===== config.mk =====
export PLATFORM = sky130hd
export DESIGN_NAME = div_issue_ctrl
export DESIGN_NICKNAME = d
export VERILOG_FILES = /design/src/rtl/div_issue_ctrl.sv
export SDC_FILE = /design/constraint.sdc
export NUM_CORES = 1
export LEC_CHECK = 0
export ABC_AREA = 1
export BUFFER_PORTS_ARGS = -buffer_cell sky130_fd_sc_hd__buf_2
export CORE_ASPECT_RATIO = 0.5
export CORE_MARGIN = 3
export CORE_UTILIZATION = 46
export CTS_CLUSTER_SIZE = 24
export DETAILED_ROUTE_END_ITERATION = 6
export PLACE_DENSITY = 0.81
export SETUP_SLACK_MARGIN = 0.15
export SYNTH_ARGS = -nofsm -noshare
export SYNTH_HDL_FRONTEND = slang
export SYNTH_SLANG_ARGS = --single-unit

===== constraint.sdc =====
create_clock -name clk -period 4.4 [get_ports clk]
set_clock_uncertainty 0.1 [all_clocks]
set_input_delay 0 -clock clk [delete_from_list [all_inputs] [get_ports clk]]
set_output_delay 0 -clock clk [all_outputs]
set_load 0.05 [all_outputs]

===== src/rtl/div_issue_ctrl.sv =====
// Execute-stage issue controller for the multicycle RV32M divider.
// Handles divide-by-zero and signed overflow locally, with a watchdog on the divider.
module div_issue_ctrl #(
  parameter int XLEN    = 32,
  parameter int TIMEOUT = 64
) (
  input  logic            clk,
  input  logic            reset,
  input  logic            ex_valid,
  input  logic            ex_is_div,
  input  logic [2:0]      ex_funct3,
  input  logic [XLEN-1:0] ex_rs1,
  input  logic [XLEN-1:0] ex_rs2,
  input  logic [4:0]      ex_rd,
  input  logic            flush_ex,
  output logic            stall,
  output logic            div_valid,
  output logic [XLEN-1:0] div_a,
  output logic [XLEN-1:0] div_b,
  output logic [2:0]      div_funct3,
  output logic            div_flush,
  input  logic [XLEN-1:0] div_res,
  input  logic            div_done,
  output logic            wb_valid,
  output logic [4:0]      wb_rd,
  output logic [XLEN-1:0] wb_data,
  output logic            timeout_err
);

  localparam int CNT_W = $clog2(TIMEOUT + 1);

  typedef enum logic [1:0] {
    IDLE = 2'd0,
    BUSY = 2'd1,
    RESP = 2'd2
  } state_t;

  state_t            state_r, state_nxt_s;
  logic [CNT_W-1:0]  cnt_r, cnt_nxt_s;
  logic              tmo_r, tmo_nxt_s;
  logic              div_valid_r, div_valid_nxt_s;
  logic [XLEN-1:0]   div_a_r, div_a_nxt_s;
  logic [XLEN-1:0]   div_b_r, div_b_nxt_s;
  logic [2:0]        div_funct3_r, div_funct3_nxt_s;
  logic [4:0]        wb_rd_r, wb_rd_nxt_s;
  logic [XLEN-1:0]   wb_data_r, wb_data_nxt_s;
  logic              req_s, accept_s, special_s, busy_live_s, cnt_max_s, wb_valid_s;

  // Divide-by-zero or signed overflow: the answer is known without the divider.
  function automatic logic is_special(input logic [2:0] f3, input logic [XLEN-1:0] a,
                                      input logic [XLEN-1:0] b);
    logic ovf;
    ovf = ~f3[0] & (a == {1'b1, {(XLEN-1){1'b0}}}) & (b == {XLEN{1'b1}});
    return (b == {XLEN{1'b0}}) | ovf;
  endfunction

  // Zero divisor is checked first so it takes priority over overflow.
  function automatic logic [XLEN-1:0] special_result(input logic [2:0] f3,
                                                     input logic [XLEN-1:0] a,
                                                     input logic [XLEN-1:0] b);
    logic [XLEN-1:0] res;
    if (b == {XLEN{1'b0}}) begin
      res = f3[1] ? a : {XLEN{1'b1}};
    end else begin
      res = f3[1] ? {XLEN{1'b0}} : a;
    end
    return res;
  endfunction

  assign req_s       = ex_valid & ex_is_div & ~flush_ex;
  assign accept_s    = (state_r == IDLE) & req_s;
  assign special_s   = is_special(ex_funct3, ex_rs1, ex_rs2);
  assign busy_live_s = (state_r == BUSY) & ~flush_ex;
  assign cnt_max_s   = (cnt_r == CNT_W'(TIMEOUT - 1));
  assign wb_valid_s  = (state_r == RESP) & ~flush_ex;

  assign stall       = ~reset & req_s & (state_r != RESP);
  assign div_flush   = flush_ex & (state_r == BUSY);
  assign div_valid   = div_valid_r;
  assign div_a       = div_a_r;
  assign div_b       = div_b_r;
  assign div_funct3  = div_funct3_r;
  assign wb_valid    = wb_valid_s;
  assign wb_rd       = wb_rd_r;
  assign wb_data     = wb_data_r;
  assign timeout_err = wb_valid_s & tmo_r;

  // State register.
  always_ff @(posedge clk or posedge reset) begin
    if (reset) begin
      state_r <= IDLE;
    end else begin
      state_r <= state_nxt_s;
    end
  end

  // Next-state logic; a flush from any state abandons the op.
  always_comb begin
    state_nxt_s = state_r;
    if (flush_ex) begin
      state_nxt_s = IDLE;
    end else begin
      case (state_r)
        IDLE: begin
          if (req_s) begin
            state_nxt_s = special_s ? RESP : BUSY;
          end else begin
            state_nxt_s = IDLE;
          end
        end
        BUSY: begin
          if (div_done || cnt_max_s) begin
            state_nxt_s = RESP;
          end else begin
            state_nxt_s = BUSY;
          end
        end
        RESP:    state_nxt_s = IDLE;
        default: state_nxt_s = IDLE;
      endcase
    end
  end

  // Next values of the registered outputs, watchdog counter and timeout flag.
  always_comb begin
    div_valid_nxt_s  = accept_s & ~special_s;
    div_a_nxt_s      = div_a_r;
    div_b_nxt_s      = div_b_r;
    div_funct3_nxt_s = div_funct3_r;
    wb_rd_nxt_s      = wb_rd_r;
    wb_data_nxt_s    = wb_data_r;
    cnt_nxt_s        = cnt_r;
    tmo_nxt_s        = tmo_r;
    if (accept_s) begin
      div_a_nxt_s      = ex_rs1;
      div_b_nxt_s      = ex_rs2;
      div_funct3_nxt_s = ex_funct3;
      wb_rd_nxt_s      = ex_rd;
      cnt_nxt_s        = {CNT_W{1'b0}};
      tmo_nxt_s        = 1'b0;
      if (special_s) begin
        wb_data_nxt_s = special_result(ex_funct3, ex_rs1, ex_rs2);
      end else begin
        wb_data_nxt_s = wb_data_r;
      end
    end else if (busy_live_s) begin
      cnt_nxt_s = cnt_r + CNT_W'(1);
      if (div_done) begin
        wb_data_nxt_s = div_res;
      end else if (cnt_max_s) begin
        wb_data_nxt_s = {XLEN{1'b0}};
        tmo_nxt_s     = 1'b1;
      end else begin
        wb_data_nxt_s = wb_data_r;
      end
    end else begin
      tmo_nxt_s = 1'b0;
    end
  end

  // Datapath and output registers.
  always_ff @(posedge clk or posedge reset) begin
    if (reset) begin
      div_valid_r  <= 1'b0;
      div_a_r      <= {XLEN{1'b0}};
      div_b_r      <= {XLEN{1'b0}};
      div_funct3_r <= 3'b000;
      wb_rd_r      <= 5'd0;
      wb_data_r    <= {XLEN{1'b0}};
      cnt_r        <= {CNT_W{1'b0}};
      tmo_r        <= 1'b0;
    end else begin
      div_valid_r  <= div_valid_nxt_s;
      div_a_r      <= div_a_nxt_s;
      div_b_r      <= div_b_nxt_s;
      div_funct3_r <= div_funct3_nxt_s;
      wb_rd_r      <= wb_rd_nxt_s;
      wb_data_r    <= wb_data_nxt_s;
      cnt_r        <= cnt_nxt_s;
      tmo_r        <= tmo_nxt_s;
    end
  end

endmodule

==> results.md <==
* Status: finished, final reports clean
* Initial antenna violation count at 0
* Slew of the pin with the lowest slew margin at 1.22 ns
* DR pass1 iterations at 5
* Starting Density at 48.5%
* CTS tree: built
* Grt total ovfl at 0
* CTS Buf Count at 17
* Sw frac at 39.6%
* Tot Pwr at 0.00431 W
* Core Region at 12,200 um2
* Global-route wire length before repair at 34,000 um
* CP Launch Type: flip-flop
* Setup-failing EPs final at 0
* Internal power at 0.00260 W
* Slew Viols, Final at 0
* Fin Setup TNS at 0 ns
* CTS sink count at 115
* Synth warnings at 0
* Gate power share at 32.3%
* CP Capture Type: flip-flop
* DRT iter0 DRCs at 755
* DRC viols at 0
* Inst Count DP at 1,146
* Die width at 166 um
* Post-Synth Simple-Gate Area at 32.8%
* Fill cells at 840
* Ratio of cells with drive above 1 in the final layout at 24.7%
* Post-synthesis cell type count at 27
* Drt wl/cell at 16.4 um
* Vias in the first global route at 6,806
* Synthesis-to-layout area growth at 47.7%
* Worst EP required at 4.65 ns
* RSZ-0062 raised after global routing: false
* GP Congestion at 0.852
* Worst slew margin at 18.6%
* Synth Area in XOR/XNOR at 0%
* Post-layout min period at 3.37 ns
* Vias per cell at 5.37
* Clock share of power at 35.8%
* I/O pin count at 219
* Final WL at 21,100 um
* Critical path class: reg -> reg
* Synth Register Bits at 115
* Post-Synth Adder-Cell Area at 0.212%
* Net count after synthesis at 917
* Die extent in y at 86.2 um
* Power per Cell Area at 493 nW/um2
* Max-cap violation count at 0
* Cell count after synthesis at 806
* Root buf cell: clkbuf_16
* H-tree depth at 4
* Post-synthesis compound-gate area fraction at 9.69%
* PortBufs at 218
* Clock Path Buffers at 2
* DR vias at 6,936
* Total track usage at 29.5%
* Total net switching power at 0.00170 W
* Total setup buffers inserted after CTS at 0
* Fin crit share at 76.7%
* Antenna viol nets, final at 0
* Worst vdd ir at 0.000323 V
* FMAX at 296 MHz
* Dpl hpwl at 12,000 um
* Worst EP arrival at 3.62 ns
* Worst min path class: in -> reg
* Netlist Area Pre-Place at 5910 um2
* Clock latency at the later pin of the worst-skew pair at 0.41 ns
* Non-Filler Instances at 1,292
* Sequential Power Share at 31.9%
* DIE AREA at 14,300 um2
* FP Rows at 28
* Register area share after synthesis at 48.7%
* Clock transition at path regs at 0.06 ns
* Post-synthesis mux area share at 0%
* Final hold viol count at 0
* Largest net degree at the start of global routing at 122
* Leakage power at 4.80 nW
* Nets at 1,224
* Syn_area_per_cell at 7.34 um2
* Worst Path Max Fanout at 121
* Largest family of logic cells by synthesized area: simple AND/OR/NAND/NOR gates
==> synth_stat cells (all sizes together) <==
cell type | count | area (um2)
nand2 | 371 | 1430
dfrtp | 115 | 2880
o21ai | 74 | 370
inv | 57 | 216
nor2 | 45 | 184
nand3 | 44 | 233
a21oi | 39 | 195
buf | 29 | 226
clkbuf | 16 | 61.3
nand4 | 8 | 65.1
nor3 | 4 | 20.0
a211oi | 1 | 7.51
clkinv | 1 | 5.00
ha | 1 | 12.5
nor4 | 1 | 6.26
==> per-stage QoR <==
stage | instance area, um2 | hold WS (ns) | setup slack [ns] | util (%)
6_report | 8730 | 0.0546 | 1.03 | 71.6
5_1_grt | 8730 | 0.0912 | 0.831 | 71.6
4_1_cts | 8730 | 0.0381 | 1.22 | 71.6
3_5_place_dp | 6940 | 0.00833 | 1.44 | 56.9
3_3_place_gp | 6940 | -0.000796 | 1.52 | 56.9
2_1_floorplan | 5910 | -0.0369 | 0.830 | -
==> timing repair <==
| action | CTS | global route |
|---|---|---|
| hold endpoints to repair | 152 | 0 |
| gates resized for setup | 0 | 0 |
| hold buffers | 113 | 0 |
| setup endpoints to repair | 0 | 0 |
==> cells by family (layout without fill, tap and decap cells) <==
kind of cell               count (synthesis)  count (layout)
DFF                                      115             115
AOI/OAI and AO/OA                        114             114
adders and majority gates                  1               1
other                                      0               1
and+or+nand+nor                          473             473
buffers and inverters                    103             423
==> layout by cell type (no fill, tap or decap), types with 7 or more instances in the layout <==
cell	synthesis	routed
o21ai_0	65	65
clkbuf_16	0	17
nand2_1	359	359
nand3_1	43	43
dlygate4sd3_1	0	113
buf_2	13	218
a21oi_1	39	39
nor2_1	41	41
o21ai_1	9	9
inv_1	51	50
dfrtp_1	115	115
nand4_1	7	7
nand2_2	10	10
==> power by group through the flow <==
stage               registers [W]  logic, W  clock network (W)
finish                    0.00138   0.00139            0.00154
global route              0.00140   0.00147            0.00160
CTS                       0.00137   0.00137            0.00155
detailed placement        0.00138   0.00129                  0
global placement          0.00138   0.00127                  0
floorplan                 0.00204  0.000276                  0
==> flip-flops by register name, summed over array words and instances (netlist names) <==
| register | count |
|---|---|
| tmo_r | 1 |
| div_funct3 | 3 |
| div_valid | 1 |
| div_a | 32 |
| wb_data | 32 |
| state_r | 2 |
| div_b | 32 |
| cnt_r | 7 |
| wb_rd | 5 |
==> layout make-up <==
class	count	area, um2	area share [%]
sequential	115	2880	33.0
multi-input combinational	588	2530	28.9
timing repair buffer	333	2240	25.6
clock buffer	17	425	4.87
clock inverter	15	233	2.67
inverter	58	224	2.56
tap	165	206	2.36
antenna	1	2.50	0.0287
==> final timing paths <==
| path | to | slack [ns] | cells past startpoint | start |
|---|---|---|---|---|
| worst min register to register | wb_data[31] | 0.37 | 2 | wb_data[31] |
| worst min-delay path | div_a[28] | 0.05 | 3 | ex_valid |
| worst max-delay path | wb_data[10] | 1.03 | 10 | state_r[0] |
| worst max register to register | wb_data[10] | 1.03 | 10 | state_r[0] |
| min in group asynchronous | wb_data[2] | 0.14 | 3 | reset |
| max in group asynchronous | cnt_r[5] | 2.69 | 4 | reset |
==> critical path: stages, from the launching register on <==
cell and delay, ns:
dfrtp_1 0.44, nor2_1 0.11, nand4_4 0.24, buf_4 0.91, nand2_4 0.09, inv_4 0.35, nand2_1 0.10, nand2_1 0.08
dlygate4sd3_1 0.56, nand3_1 0.10, nand2_1 0.10
==> metal layers <==
metal	part of all wire [%]	vias up	GRT usage [%]
li1	-	3146	-
met1	38	3203	36.0
met2	48	470	49.5
met3	8.4	117	6.38
met4	5.5	0	17.6
met5	0	-	0
No activity file was read; power rests on OpenSTA's default activity.
